==> config.mk <==
export PLATFORM = sky130hd
export DESIGN_NAME = data_memory_access
export DESIGN_NICKNAME = d
export VERILOG_FILES = /design/src/rtl/data_memory_access.sv
export SDC_FILE = /design/constraint.sdc
export NUM_CORES = 1
export LEC_CHECK = 0
export CORE_MARGIN = 4
export CORE_UTILIZATION = 37
export CTS_BUF_LIST = sky130_fd_sc_hd__clkbuf_4 sky130_fd_sc_hd__clkbuf_8
export DETAILED_ROUTE_END_ITERATION = 6
export GPL_TIMING_DRIVEN = 1
export PLACE_DENSITY = 0.79
export SETUP_SLACK_MARGIN = 0.2
export SLEW_MARGIN = 20
export SYNTH_ARGS = -nofsm -noshare
export SYNTH_HDL_FRONTEND = slang
export SYNTH_SLANG_ARGS = --single-unit
==> constraint.sdc <==
create_clock -name clk -period 1.7 [get_ports clk]
set_input_delay 0.34 -clock clk [delete_from_list [all_inputs] [get_ports clk]]
set_output_delay 0.34 -clock clk [all_outputs]
set_load 0.01 [all_outputs]
==> src/rtl/data_memory_access.sv <==
// data_memory_access: MEM-stage handshake master for an SRAM-like data port.
// Define DM_ALIGN_CHECK_EN to raise adel/ades on misaligned word/half accesses.
`ifndef memWidth4
`define memWidth4 2'd2
`endif
`ifndef memWidth2
`define memWidth2 2'd1
`endif
`ifndef memWidth1
`define memWidth1 2'd0
`endif
module data_memory_access (
  input  logic        clk,
  input  logic        reset,
  input  logic        req_valid,
  input  logic        req_write,
  input  logic [1:0]  widthCtrl,
  input  logic [31:0] address,
  input  logic [31:0] writeData,
  input  logic        flush,
  output logic        stall,
  output logic        adel,
  output logic        ades,
  output logic        data_sram_req,
  output logic        data_sram_wr,
  output logic [1:0]  data_sram_size,
  output logic [31:0] data_sram_addr,
  output logic [31:0] data_sram_wdata,
  output logic [3:0]  data_sram_wstrb,
  input  logic        data_sram_addr_ok,
  input  logic        data_sram_data_ok,
  input  logic [31:0] data_sram_rdata,
  output logic [31:0] rdata_q,
  output logic        rdata_valid
);
  typedef enum logic [2:0] {IDLE, ADDR, WAIT, DONE, DRAIN} state_t;
  state_t      state_q, state_d;
  logic        wr_q;
  logic [1:0]  size_q, size_d;
  logic [31:0] addr_q, wdata_q, wdata_d;
  logic [3:0]  wstrb_q, wstrb_d;
  logic        is_word, is_half, misaligned, start, capture;
  assign is_word = widthCtrl == `memWidth4;
  assign is_half = widthCtrl == `memWidth2;
`ifdef DM_ALIGN_CHECK_EN
  assign misaligned = (is_word && address[1:0] != 2'b00) || (is_half && address[0]);
`else
  assign misaligned = 1'b0;
`endif
  assign start = state_q == IDLE && req_valid && !flush && !misaligned;
  // A flushed access still has to see its data_ok before the port is free again.
  assign capture = !flush && !wr_q && data_sram_data_ok &&
                   ((state_q == ADDR && data_sram_addr_ok) || state_q == WAIT);
  always_comb begin
    size_d  = is_word ? 2'd2 : is_half ? 2'd1 : 2'd0;
    wdata_d = is_word ? writeData : is_half ? {2{writeData[15:0]}} : {4{writeData[7:0]}};
    wstrb_d = !req_write ? 4'b0000 : is_word ? 4'b1111 :
              is_half ? (address[1] ? 4'b1100 : 4'b0011) : 4'b0001 << address[1:0];
  end
  always_comb begin
    state_d = state_q;
    case (state_q)
      IDLE:    state_d = start ? ADDR : IDLE;
      ADDR:    state_d = data_sram_addr_ok
                         ? (data_sram_data_ok ? (flush ? IDLE : DONE) : (flush ? DRAIN : WAIT))
                         : (flush ? IDLE : ADDR);
      WAIT:    state_d = data_sram_data_ok ? (flush ? IDLE : DONE) : (flush ? DRAIN : WAIT);
      DONE:    state_d = IDLE;
      DRAIN:   state_d = data_sram_data_ok ? IDLE : DRAIN;
      default: state_d = IDLE;
    endcase
  end
  always_ff @(posedge clk) begin
    if (reset) begin
      state_q <= IDLE;
      wr_q    <= 1'b0;
      size_q  <= 2'd0;
      addr_q  <= 32'd0;
      wdata_q <= 32'd0;
      wstrb_q <= 4'd0;
      rdata_q <= 32'd0;
    end else begin
      state_q <= state_d;
      if (start) begin
        wr_q    <= req_write;
        size_q  <= size_d;
        addr_q  <= address;
        wdata_q <= wdata_d;
        wstrb_q <= wstrb_d;
      end
      if (capture) rdata_q <= data_sram_rdata;
    end
  end
  assign stall           = !reset && (start || state_q == ADDR || state_q == WAIT);
  assign adel            = !reset && state_q == IDLE && req_valid && !flush && misaligned && !req_write;
  assign ades            = !reset && state_q == IDLE && req_valid && !flush && misaligned && req_write;
  assign data_sram_req   = !reset && state_q == ADDR;
  assign data_sram_wr    = wr_q;
  assign data_sram_size  = size_q;
  assign data_sram_addr  = addr_q;
  assign data_sram_wdata = wdata_q;
  assign data_sram_wstrb = reset ? 4'b0000 : wstrb_q;
  assign rdata_valid     = !reset && state_q == DONE && !wr_q;
endmodule

==> reports/results.ini <==
[outcome]
status=complete, but fails checks
violations=negative setup slack

[layout]
fillers=794
final_cell_mix=dfxtp_1, dlygate4sd2_1, clkdlybuf4s50_1
nets=820
areaGrowthSynthToFinish_pct=86.6
drive_gt1_frac=0.251

[pwr]
p_total_mw=5.84
max-vdd-ir-drop_mv=0.469
leakagePower_nw=3.32
powerDensity_mw_per_mm2=766

[sta]
period_minus_slack_ns=1.79
hold_viol=0
tightest_slew_ns=0.834
slew_headroom=0.444
rsz0062_at_grt=yes
setup_violations=32
fin_crit_sh=1.05
setup_tns_ns=-0.964
hold_ws_ns=0.269
fmax_mhz=559
setup_ws_ns=-0.0888
slew_violations=0
fin_skew_ns=0.00765

[critical_path]
r2r_cells=6
path_class=reg -> reg
r2r_slack_ns=-0.09
startpoint_type=register
cp-startpoint=state_q[2]
r2r-end=rdata_q[18]
crit_required_ns=1.92
cp.arrival_ns=2.01
cp-end-kind=register
regToRegStartpoint=state_q[2]
cp_max_fo=6

[clock_network]
clk_pin_slew_ns=0.09
clk_latency_ns=0.36
clock_path_buffers=2
ctsHoldBuffers=0
htree_levels=3
cts_tree=done
cts_buffers=9
clock_sinks=106
clockRootBuffer=clkbuf_8

[worst_hold_path]
min_to=state_q[1]
whs_path_depth=2
worstHoldStart=reset
min_path_type=in -> reg

[job]
max_cap_viol_count=0

[synthesis]
netlist_instances=466
synthDistinctLibCells=30
seq_area_frac_synth=0.520
syn_area_mm2=0.00408
synth_warnings=0
syn_area_per_cell_um2=8.76
ys_ff_latch=106

[floorplan]
die_h_um=113
start_util=0.377
io_pins=213
num_rows=38
core_mm2=0.0108
die_x_um=113
die-area_mm2=0.0128

[grt]
antenna_found_initial=1
grt_max_degree=83
grt_pass1_vias=4142
overflow=0
grt_pass1_wl_um=20700
grt_usage=0.199

[routing]
wl_per_cell_um=18.0
routed_wl_um=15500
ant_nets=0
routed_via_density=5.06
drt_iter0_drc=245
drt_pass1_iterations=4
drc=0
vias=4360

[placement]
gp_congestion=0.811
hpwl_um=9830
port_buffers=210

==> stage by stage <==
step,setup slack (ns),cells,utilization,area [um^2]
2_1_floorplan,0.0427,467,-,4090
3_3_place_gp,-0.435,814,0.604,6550
3_5_place_dp,-0.513,814,0.604,6550
4_1_cts,-0.0582,836,0.630,6830
5_1_grt,-0.156,861,0.703,7620
6_report,-0.0888,861,0.703,7620
==> final cells by class <==
type / count / area [um^2] / share of cell area
multi-input combinational: 322 / 2210 / 0.290
timing repair buffer: 274 / 2810 / 0.369
antenna: 1 / 2.50 / 0.000329
clock buffer: 10 / 138 / 0.0181
sequential: 106 / 2140 / 0.281
clock inverter: 6 / 136 / 0.0179
inverter: 2 / 7.51 / 0.000986
tap: 140 / 175 / 0.0230
==> what timing repair did <==
item,4_1_cts,5_1_grt
setup endpoints to repair,199,107
setup buffers,4,14
gates cloned,2,10
pin swaps,4,53
resized for setup,147,135
==> worst max-delay path by stage <==
stage | depth (start not counted) | slack (ns) | end
floorplan | 6 | 0.04 | rdata_q[10]
global placement | 6 | -0.43 | rdata_q[8]
detailed placement | 6 | -0.51 | rdata_q[8]
CTS | 6 | -0.06 | rdata_q[9]
global route | 6 | -0.16 | rdata_q[18]
finish | 6 | -0.09 | rdata_q[18]
==> worst max-delay path, cell delays in order, from the launching register on <==
cell	delay, ns
dfxtp_4	0.37
or4b_4	0.53
a21oi_4	0.18
buf_12	0.15
buf_12	0.12
mux2i_2	0.24
nor2_1	0.07
==> report_power, final <==
| group | switching [mW] | total [mW] | internal (mW) |
|---|---|---|---|
| sequential | 0.0636 | 2.65 | 2.58 |
| combinational | 0.526 | 1.15 | 0.623 |
| clock | 0.868 | 2.04 | 1.17 |
| total | 1.46 | 5.84 | 4.38 |
==> routing by layer <==
layer / vias to the layer above / wire length, um / global-route usage
li1: 2080 / - / -
met1: 2094 / 6220 / 0.237
met2: 164 / 7860 / 0.344
met3: 22 / 1090 / 0.0615
met4: 0 / 327 / 0.0609
met5: - / 0 / 0
==> state kept, by name, summed over array words and instances, names as in the netlist <==
name / cells
data_sram_wdata: 32
data_sram_addr: 32
data_sram_wr: 1
wstrb_q: 4
data_sram_size: 2
state_q: 3
rdata_q: 32
==> Yosys cell counts <==
| master | instances | area share |
|---|---|---|
| a211oi_1 | 24 | 0.044 |
| o21ai_0 | 1 | 0.0012 |
| o21bai_1 | 1 | 0.0018 |
| nor2b_1 | 6 | 0.0092 |
| buf_4 | 2 | 0.0037 |
| dfxtp_1 | 106 | 0.52 |
| nor4_1 | 1 | 0.0015 |
| a2111oi_0 | 2 | 0.0043 |
| nor3_1 | 17 | 0.021 |
| buf_6 | 3 | 0.0083 |
| clkbuf_1 | 24 | 0.022 |
| and3_1 | 2 | 0.0031 |
| xnor2_1 | 1 | 0.0021 |
| nor2_1 | 65 | 0.060 |
| conb_1 | 1 | 0.00092 |
| nand2_1 | 91 | 0.084 |
| a21boi_0 | 1 | 0.0018 |
| or4b_4 | 1 | 0.0034 |
| buf_2 | 7 | 0.0086 |
| nand3b_1 | 2 | 0.0037 |
| inv_1 | 2 | 0.0018 |
| mux2i_1 | 40 | 0.098 |
| a22o_1 | 8 | 0.017 |
| clkbuf_2 | 1 | 0.0012 |
| o2bb2ai_1 | 4 | 0.0086 |
| nand2b_1 | 1 | 0.0015 |
| or2b_2 | 1 | 0.0021 |
| a21oi_1 | 49 | 0.060 |
| a21oi_4 | 1 | 0.0040 |
| nand3_1 | 1 | 0.0012 |
==> cells by family after synthesis <==
group,count (synthesis),synth area share
simple gates,188,0.190
flops,106,0.520
compound gates,91,0.143
mux,40,0.0981
buf+inv,39,0.0457
xor+xnor,1,0.00215
other cells,1,0.000919
(Power assumes the default switching activity.)
